File: src/rtl/dmem_bus_bridge.sv
// dmem_bus_bridge
// Bridges the core's data port onto a variable-latency req/ack memory bus.
// Stores are posted into a one-entry write buffer so the core does not wait
// on write latency. Reads stall the core until the slave acknowledges. Every
// bus transaction is guarded by a timeout so a dead slave cannot hang the
// pipeline.
//
// Ports:
//   clock, reset             sole clock; synchronous active-high reset
//   cpu_addr/cpu_ren/cpu_wen core request (held while cpu_ready=0)
//   cpu_wdata/cpu_be         lane-aligned store data and byte enables
//   cpu_rdata                read data, valid in the read-completion cycle
//   cpu_ready                memReady to the core (combinational)
//   mem_req/mem_we           bus request / direction (registered)
//   mem_addr/mem_be          word-aligned address and byte enables (registered)
//   mem_wdata                bus write data (registered)
//   mem_ack/mem_rdata        one-cycle completion strobe and read data
//   wbuf_busy                write buffer holds an undrained store
//   bus_error/err_addr       sticky timeout flag and address of last timeout
module dmem_bus_bridge #(
  parameter int unsigned TIMEOUT_CYCLES = 256,
  parameter logic [31:0] ERR_RDATA      = 32'h0000_0000
) (
  input  logic        clock,
  input  logic        reset,
  input  logic [31:0] cpu_addr,
  input  logic        cpu_ren,
  input  logic        cpu_wen,
  input  logic [31:0] cpu_wdata,
  input  logic [3:0]  cpu_be,
  output logic [31:0] cpu_rdata,
  output logic        cpu_ready,
  output logic        mem_req,
  output logic        mem_we,
  output logic [31:0] mem_addr,
  output logic [3:0]  mem_be,
  output logic [31:0] mem_wdata,
  input  logic        mem_ack,
  input  logic [31:0] mem_rdata,
  output logic        wbuf_busy,
  output logic        bus_error,
  output logic [31:0] err_addr
);

  // Counter only has to reach TIMEOUT_CYCLES-1.
  localparam int unsigned CNT_W = $clog2(TIMEOUT_CYCLES);
  localparam logic [CNT_W-1:0] CNT_LAST = CNT_W'(TIMEOUT_CYCLES - 1);
  localparam logic [CNT_W-1:0] CNT_ONE  = CNT_W'(1);
  localparam logic [CNT_W-1:0] CNT_ZERO = CNT_W'(0);

  typedef enum logic [1:0] {
    IDLE    = 2'd0,
    WR_BUSY = 2'd1,
    RD_BUSY = 2'd2,
    RD_DONE = 2'd3
  } state_t;

  state_t            state_r, state_s;
  logic              mem_req_r, mem_req_s;
  logic              mem_we_r, mem_we_s;
  logic [31:0]       mem_addr_r, mem_addr_s;
  logic [3:0]        mem_be_r, mem_be_s;
  logic [31:0]       mem_wdata_r, mem_wdata_s;
  logic [31:0]       cpu_rdata_r, cpu_rdata_s;
  logic              wbuf_busy_r, wbuf_busy_s;
  logic              bus_error_r, bus_error_s;
  logic [31:0]       err_addr_r, err_addr_s;
  logic [CNT_W-1:0]  tmo_cnt_r, tmo_cnt_s;
  logic              cpu_ready_s;
  logic              timeout_s;

  // Byte offset is dropped on the bus; the byte enables select the lanes.
  logic unused_addr_bits_s;
  assign unused_addr_bits_s = ^cpu_addr[1:0];

  // Abort when the last allowed busy cycle passes without an ack.
  assign timeout_s = (tmo_cnt_r == CNT_LAST) && !mem_ack;

  // Next-state, next-register values and the combinational ready.
  always_comb begin
    state_s     = state_r;
    mem_req_s   = mem_req_r;
    mem_we_s    = mem_we_r;
    mem_addr_s  = mem_addr_r;
    mem_be_s    = mem_be_r;
    mem_wdata_s = mem_wdata_r;
    cpu_rdata_s = cpu_rdata_r;
    wbuf_busy_s = wbuf_busy_r;
    bus_error_s = bus_error_r;
    err_addr_s  = err_addr_r;
    tmo_cnt_s   = tmo_cnt_r;
    cpu_ready_s = 1'b0;

    case (state_r)
      IDLE: begin
        // A posted write is accepted immediately; a read always stalls.
        cpu_ready_s = !cpu_ren;
        if (cpu_ren) begin
          // Read wins when both are requested; the write is dropped.
          state_s    = RD_BUSY;
          mem_req_s  = 1'b1;
          mem_we_s   = 1'b0;
          mem_addr_s = {cpu_addr[31:2], 2'b00};
          mem_be_s   = cpu_be;
          tmo_cnt_s  = CNT_ZERO;
        end else if (cpu_wen) begin
          state_s     = WR_BUSY;
          mem_req_s   = 1'b1;
          mem_we_s    = 1'b1;
          mem_addr_s  = {cpu_addr[31:2], 2'b00};
          mem_be_s    = cpu_be;
          mem_wdata_s = cpu_wdata;
          wbuf_busy_s = 1'b1;
          tmo_cnt_s   = CNT_ZERO;
        end else begin
          state_s = IDLE;
        end
      end

      WR_BUSY: begin
        // Hold off any request so nothing overtakes the buffered store.
        cpu_ready_s = !(cpu_ren || cpu_wen);
        if (mem_ack) begin
          state_s     = IDLE;
          mem_req_s   = 1'b0;
          wbuf_busy_s = 1'b0;
        end else if (timeout_s) begin
          state_s     = IDLE;
          mem_req_s   = 1'b0;
          wbuf_busy_s = 1'b0;
          bus_error_s = 1'b1;
          err_addr_s  = mem_addr_r;
        end else begin
          tmo_cnt_s = tmo_cnt_r + CNT_ONE;
        end
      end

      RD_BUSY: begin
        cpu_ready_s = !(cpu_ren || cpu_wen);
        if (mem_ack) begin
          state_s     = RD_DONE;
          mem_req_s   = 1'b0;
          cpu_rdata_s = mem_rdata;
        end else if (timeout_s) begin
          state_s     = RD_DONE;
          mem_req_s   = 1'b0;
          cpu_rdata_s = ERR_RDATA;
          bus_error_s = 1'b1;
          err_addr_s  = mem_addr_r;
        end else begin
          tmo_cnt_s = tmo_cnt_r + CNT_ONE;
        end
      end

      RD_DONE: begin
        // Completion cycle; a request next cycle is a new transaction.
        cpu_ready_s = 1'b1;
        state_s     = IDLE;
      end

      default: begin
        state_s     = IDLE;
        mem_req_s   = 1'b0;
        wbuf_busy_s = 1'b0;
      end
    endcase
  end

  // State and registered outputs; reset abandons any bus transaction.
  always_ff @(posedge clock) begin
    if (reset) begin
      state_r     <= IDLE;
      mem_req_r   <= 1'b0;
      mem_we_r    <= 1'b0;
      mem_addr_r  <= 32'h0000_0000;
      mem_be_r    <= 4'b0000;
      mem_wdata_r <= 32'h0000_0000;
      cpu_rdata_r <= 32'h0000_0000;
      wbuf_busy_r <= 1'b0;
      bus_error_r <= 1'b0;
      err_addr_r  <= 32'h0000_0000;
      tmo_cnt_r   <= CNT_ZERO;
    end else begin
      state_r     <= state_s;
      mem_req_r   <= mem_req_s;
      mem_we_r    <= mem_we_s;
      mem_addr_r  <= mem_addr_s;
      mem_be_r    <= mem_be_s;
      mem_wdata_r <= mem_wdata_s;
      cpu_rdata_r <= cpu_rdata_s;
      wbuf_busy_r <= wbuf_busy_s;
      bus_error_r <= bus_error_s;
      err_addr_r  <= err_addr_s;
      tmo_cnt_r   <= tmo_cnt_s;
    end
  end

  // Ready is forced low while reset is held.
  assign cpu_ready = cpu_ready_s && !reset;
  assign cpu_rdata = cpu_rdata_r;
  assign mem_req   = mem_req_r;
  assign mem_we    = mem_we_r;
  assign mem_addr  = mem_addr_r;
  assign mem_be    = mem_be_r;
  assign mem_wdata = mem_wdata_r;
  assign wbuf_busy = wbuf_busy_r;
  assign bus_error = bus_error_r;
  assign err_addr  = err_addr_r;

endmodule

File: config.mk
export PLATFORM = sky130hd
export DESIGN_NAME = dmem_bus_bridge
export DESIGN_NICKNAME = d
export VERILOG_FILES = /design/src/rtl/dmem_bus_bridge.sv
export SDC_FILE = /design/constraint.sdc
export NUM_CORES = 1
export LEC_CHECK = 0
export CAP_MARGIN = 20
export CORE_UTILIZATION = 30
export DETAILED_ROUTE_END_ITERATION = 10
export GPL_ROUTABILITY_DRIVEN = 0
export PLACE_DENSITY = 0.67
export SLEW_MARGIN = 40
export SYNTH_ARGS = -nofsm -noshare
export SYNTH_HDL_FRONTEND = slang
export SYNTH_SLANG_ARGS = --single-unit
File: constraint.sdc
create_clock -name clock -period 1.8 [get_ports clock]
set_input_delay 0.54 -clock clock [delete_from_list [all_inputs] [get_ports clock]]
set_output_delay 0.54 -clock clock [all_outputs]
set_load 0.02 [all_outputs]
==> results of run 1 <==
[cell usage in the layout, fill, tap and decap left out, types with 4 or more instances in the layout]
cell	instances
a22o_1	11
conb_1	4
buf_4	27
dfxtp_1	139
ha_1	5
buf_12	9
nand2_1	198
clkbuf_16	19
clkinv_2	5
dlygate4sd2_1	132
nand3_1	4
a21oi_1	102
a22o_2	21
a211oi_1	7
clkdlybuf4s50_1	101
[per-stage QoR]
stage | power (mW) | utilization (%) | hold slack, ns
after global placement | 5.778 | 47.44 | 0.4406
after CTS | 9.042 | 50.06 | 0.4513
after global routing | 9.468 | 50.75 | 0.4660
after detailed placement | 5.799 | 47.44 | 0.4462
after floorplan | 4.661 | - | 0.4882
final | 8.999 | 50.75 | 0.4484
[layer usage]
metal	share of wire [%]	up-vias	track usage [%]
met5	0.081	-	0
met4	1.3	2	5.493
met3	9.3	18	8.125
met2	46	211	28.84
met1	44	2283	20.76
li1	-	2519	-
[cell families after synthesis]
| kind of cell | after synthesis |
|---|---|
| compound gates | 160 |
| mux | 2 |
| buf+inv | 50 |
| fa+ha+maj | 7 |
| other cells | 1 |
| simple gates | 236 |
| flops | 142 |
[power by group through the flow]
stage | clock network (mW) | logic (mW) | registers, mW
after global placement | 0 | 2.16 | 3.62
final | 3.32 | 2.13 | 3.55
after floorplan | 0 | 0.763 | 3.90
after CTS | 3.42 | 2.07 | 3.55
after global routing | 3.58 | 2.31 | 3.58
after detailed placement | 0 | 2.18 | 3.62
[state kept, by name, indices dropped and copies added (netlist names)]
signal / count
err_addr: 30
wbuf_busy: 1
mem_we: 1
tmo_cnt_r: 8
mem_req: 1
mem_addr: 30
cpu_rdata: 32
mem_wdata: 32
bus_error: 1
mem_be: 4
state_r: 2
[worst min-delay path by stage]
stage | start | endpoint | slack, ns | cells past startpoint
floorplan | tmo_cnt_r[7] | tmo_cnt_r[7] | 0.49 | 2
global placement | mem_wdata[21] | mem_wdata[21] | 0.44 | 2
detailed placement | mem_wdata[14] | mem_wdata[14] | 0.45 | 2
CTS | mem_wdata[14] | mem_wdata[14] | 0.45 | 2
global route | mem_wdata[8] | mem_wdata[8] | 0.47 | 2
finish | mem_be[1] | mem_be[1] | 0.45 | 2
[cell type report]
cell class / instances / area, um^2
fillers: 1649 / 8283
flip-flops and latches: 142 / 2846
repair buffers: 274 / 2634
multi-input cells: 409 / 2212
clock buffers: 19 / 442.9
well taps: 220 / 275.3
clock inverters: 13 / 113.9
inverters: 3 / 11.26
[worst max-delay path: stages (launching register included)]
cell      delay, ns
dfxtp_2        0.33
inv_2          0.05
ha_4           0.28
nand2b_4       0.05
a21oi_2        0.14
a21oi_2        0.04
nor2_2         0.10
buf_6          0.14
[repair_timing]
action | in CTS | in global routing
resized for setup | 149 | 8
hold buffers | 0 | 0
pin swaps | 4 | 4
buffers inserted | 1 | 3
endpoints found under the setup margin | 135 | 37
cloned | 0 | 2
==> results.ini, run 1 <==
[synth]
synth-async-reset-ratio_pct = 0
ys_ff_latch = 142
synth_flop_cell = dfxtp_1
synthTopCellsByCount = 198 x nand2_1, 142 x dfxtp_1, 104 x a21oi_1
synth_compound_area_share_pct = 19.52
yosysMostFrequentCell = nand2_1
synth_top_family_by_area = compound AO/OA/AOI/OAI gates
seq_area_frac_synth_pct = 54.22
synth_area_per_cell_um2 = 8.767
ys_warn_count = 0
synth-simple-area-share_pct = 19.07
synth_mux_area_share_pct = 0.3819
synth_edf_count = 0
syn_inst = 598
synth_area_leaders = dfxtp_1 54%, nand2_1 14%, a21oi_1 9.9%
synthXorXnorAreaFrac_pct = 0
synth_area_leader_cell = dfxtp_1
synth_area_mm2 = 0.005243
synth.distinct_cells = 47
yosys.area_share.adder_pct = 1.671
yosys.area.top_type_share_pct = 54.22

[global_route]
grt_overflow = 0
grt_pass1_wl_um = 24930
track_usage_pct = 17.74
grt_max_degree = 65
grt_pass1_vias = 4872
antenna_found_initial = 1

[place]
io_buffer_count = 235
dp_cells = 1042
dpl.hpwl_um = 10880
dp_slack_ns = -0.7735
place_area_mm2 = 0.007979

[clock_tree]
clockBufferDepth = 2
clkSinkCount = 142
cts_buffers = 17
worstSkewPairLatency_ns = 0.41
clk_pin_slew_ns = 0.06
cts_tree = yes
htreeDepth = 4
cts_root_buffer = clkbuf_16

[layout]
insertedDiodeCount = 0
area_growth_pct = 62.82
nets = 959
stdcell_area_mm2 = 0.008536
layout-drive-gt1-share_pct = 13.84
final_cells = 1080

[status]
violations = setup timing
status = finished, violations left

[floorplanning]
num_rows = 47
initial_core_util_pct = 31.17
pin_count = 242
dieArea_mm2 = 0.01801
core_area_mm2 = 0.01682
die_w_um = 134.2
die_h_um = 134.2

[drt]
dr.first_iter.drc_count = 177
vias_per_cell = 4.660
drtAntennaViolNets = 0
finalWirelength_um = 16080
dr.pass1.iters = 6
wire_per_inst_um = 14.89
drc = 0
vias = 5033

[worst_setup_path]
ff2ff_setup_slack_ns = 0.07
ff2ff_path_depth = 7
critical_path_peak_fanout = 2
cp-end-kind = output pin
critPathArrivalTime_ns = 1.55
r2r-start = tmo_cnt_r[0]
cp-endpoint = cpu_ready
rr_endpoint = cpu_rdata[3]
required_ns = 1.26
crit_type = reg2out
critPathLaunchType = flip-flop
startpoint = state_r[1]

[flow_run]
drv_cap = 0

[pwr]
net-switching-power_mw = 2.699
powerDensity_mw_per_mm2 = 1054
vdd_drop_max_uv = 601.3
power_frac_seq_pct = 39.4
internal_power_mw = 6.300
combPwrFrac_pct = 23.6
swShare_pct = 29.99
power_leakage_nw = 3.769
p_clk_share_pct = 36.9

[timing]
relSlewSlack_pct = 56.46
hold_viol = 0
setup_viol = 1
drv_slew = 0
period_share_pct = 116.0
post-route-min-period_ns = 2.088
rsz0062_at_grt = true
timing.final.ws_setup_ns = -0.2882
final.setup.tns_ns = -0.2882
skew_ns = 0.007485
fmax_mhz = 478.9
worst_slew_pin_slew_ns = 0.6531

[min_path]
hold_class = reg2reg

No activity file was read; power rests on OpenSTA's default activity.
==> run 2: changes to the inputs <==
--- a/config.mk
+++ b/config.mk
@@ -6,10 +6,11 @@
 export NUM_CORES = 1
 export LEC_CHECK = 0
 export CAP_MARGIN = 20
-export CORE_UTILIZATION = 30
+export CORE_ASPECT_RATIO = 2
+export CORE_UTILIZATION = 37
 export DETAILED_ROUTE_END_ITERATION = 10
 export GPL_ROUTABILITY_DRIVEN = 0
-export PLACE_DENSITY = 0.67
+export PLACE_DENSITY = 0.79
 export SLEW_MARGIN = 40
 export SYNTH_ARGS = -nofsm -noshare
 export SYNTH_HDL_FRONTEND = slang
==> run 2 against run 1 <==
The run still ends with setup timing left. Clock-buffer cell count shrank 1. Routed wire length shrank 2.5%. Sequential share of layout area grew 0.41 points. Hold slack gained 0.00076 ns. Sequential power is essentially flat. Clock skew shrank 0.0028 ns. Critical path depth is the same. Core utilization grew 9.9 points. First-iteration DRC count grew 44%. Worst setup slack lost 0.043 ns. Combinational power shrank 4%. Highest routed layer is now met4.
==> results.ini, run 2 (synthesized netlist as in run 1, its figures left out) <==
[place]
dp_cells = 1009  ; -3.2%
dp_slack_ns = -0.7822  ; -0.008689 ns
place_area_mm2 = 0.007925  ; -0.67%
io_buffer_count = 235  ; unchanged
dpl.hpwl_um = 10730  ; -1.3%

[worst_setup_path]
cp-end-kind = output pin
worstPathCellList = inv_2 > ha_4 > nand2b_4 > a21oi_4 > a21oi_2 > nor2_2 > buf_6
crit_path_max_incr_delay_ns = 0.34  ; about the same
critical_path_peak_fanout = 2  ; unchanged
critPathArrivalTime_ns = 1.59  ; +0.04 ns
critPathLaunchType = flip-flop
required_ns = 1.26  ; about the same
crit_type = reg2out
critPathSlowestCell = dfxtp_2

[pwr]
vdd_drop_max_uv = 693.5  ; +15%
p_clk_share_pct = 38.9  ; +2.0 points
swShare_pct = 29.16  ; -0.83 points
power_leakage_nw = 3.726  ; -1.1%
net-switching-power_mw = 2.668  ; -1.2%
combPwrFrac_pct = 22.4  ; -1.2 points
power_frac_seq_pct = 38.7  ; -0.7 points
powerDensity_mw_per_mm2 = 1085  ; +2.9%
power_mw = 9.148  ; +1.7%
internal_power_mw = 6.480  ; +2.9%

[drt]
dr.pass1.iters = 4  ; -2
finalWirelength_um = 15680  ; -2.5%
vias = 5004  ; -0.58%
dr.first_iter.drc_count = 254  ; +44%
wire_per_inst_um = 15.07  ; +1.2%
drc = 0  ; unchanged
vias_per_cell = 4.807  ; +3.1%
drtAntennaViolNets = 0  ; unchanged

[clock_tree]
htreeDepth = 4  ; unchanged
clockBufferDepth = 2  ; unchanged
cts_root_buffer = clkbuf_16
clk_pin_slew_ns = 0.06  ; about the same
worstSkewPairLatency_ns = 0.42  ; about the same
clkSinkCount = 142  ; unchanged
cts_buffers = 17  ; unchanged
cts_tree = yes
holdBufCountCts = 0  ; unchanged

[global_route]
grt_max_degree = 47  ; -28%
track_usage_pct = 21.83  ; +4.1 points
grt_overflow = 0  ; unchanged
antenna_found_initial = 0  ; -1
grt_pass1_wl_um = 24500  ; -1.7%
grt_pass1_vias = 4768  ; -2.1%

[timing]
post-route-min-period_ns = 2.131  ; +0.04313 ns
timing.final.ws_setup_ns = -0.3313  ; -0.04313 ns
period_share_pct = 118.4  ; +2.4 points
fmax_mhz = 469.2  ; -2.0%
setup_viol = 1  ; unchanged
drv_slew = 0  ; unchanged
skew_ns = 0.004672  ; -0.002813 ns
hold_viol = 0  ; unchanged
rsz0062_at_grt = true

[floorplanning]
die_h_um = 170.3  ; +27%
pin_count = 242  ; unchanged
core_area_mm2 = 0.01389  ; -17%
num_rows = 61  ; +30%
die_w_um = 86.17  ; -36%
initial_core_util_pct = 37.74  ; +6.6 points
dieArea_mm2 = 0.01468  ; -18%

[status]
status = finished, violations left
violations = setup timing

[layout]
insertedDiodeCount = 0  ; unchanged
stdcell_area_mm2 = 0.008429  ; -1.2%
layout_commonest_cell = nand2_1
layout-drive-gt1-share_pct = 12.91  ; -0.93 points
area_growth_pct = 60.79
nets = 951  ; -0.83%
final_util_pct = 60.68  ; +9.9 points
final_cell_mix = 198 x nand2_1, 140 x dfxtp_1, 132 x dlygate4sd2_1, 101 x a21oi_1, 100 x clkdlybuf4s50_1
final_cells = 1041  ; -3.6%

[flow_run]
drv_cap = 0  ; unchanged

[min_path]
hold_class = reg2reg

[run 2: cell count changes in the layout (fill, tap and decap cells not counted), moves of 2 or more]
| cell | previous run | this run |
|---|---|---|
| clkinvlp_4 | 2 | 4 |
| clkinv_2 | 5 | 3 |
| buf_4 | 27 | 23 |
| inv_6 | 3 | 0 |
| clkbuf_16 | 19 | 17 |
| clkinv_4 | 2 | 4 |
| bufinv_16 | 1 | 3 |
[run 2: path summary, 6_finish.rpt]
check,cells past startpoint,slack [ns],end,from
worst min register to register,2,0.45,err_addr[31],err_addr[31]
worst max register to register,5,0.14,cpu_rdata[28],tmo_cnt_r[2]
worst max-delay path,7,-0.33,cpu_ready,state_r[0]
worst min-delay path,2,0.45,err_addr[31],err_addr[31]
[run 2: power groups by stage]
stage	logic, mW	registers [mW]	clock network (mW)
floorplan	0.763	3.90	0
global placement	2.12	3.60	0
detailed placement	2.14	3.62	0
CTS	2.04	3.54	3.65
global route	2.21	3.57	3.77
finish	2.04	3.54	3.56
[run 2: timing repair]
action,4_1_cts,5_1_grt
gates resized for setup,149,7
setup endpoints to repair,134,6
pin swaps,2,2
buffers inserted,0,0
[run 2: area by class of cell]
type                            count  area [um^2]
Fill cell                        1293         5461
Sequential cell                   142         2845
Timing Repair Buffer              266         2525
Multi-Input combinational cell    409         2212
Clock buffer                       18        429.2
Tap cell                          189        236.5
Clock inverter                     14        170.2
Inverter                            3        11.26
[run 2: through the flow]
| stage | hold slack (ns) | setup TNS [ns] |
|---|---|---|
| after floorplan | 0.4882 | 0 |
| after global placement | 0.4407 | -22.10 |
| after detailed placement | 0.4456 | -25.56 |
| after CTS | 0.4507 | -0.3731 |
| after global routing | 0.4655 | -0.4134 |
| final | 0.4492 | -0.3313 |
[run 2: routing by layer]
metal  wire [um]  global-route usage, %
met2        8616                  39.92
met3         827                  6.062
met5           0                      0
met1        5688                  22.10
met4         551                  11.09
[run 2: worst max-delay path, delay by kind of cell, from the launching register on]
| kind | cells | cell delay, ns |
|---|---|---|
| fa+ha+maj | 1 | 0.28 |
| compound gates | 2 | 0.20 |
| buf+inv | 2 | 0.18 |
| flops | 1 | 0.34 |
| simple gates | 2 | 0.18 |
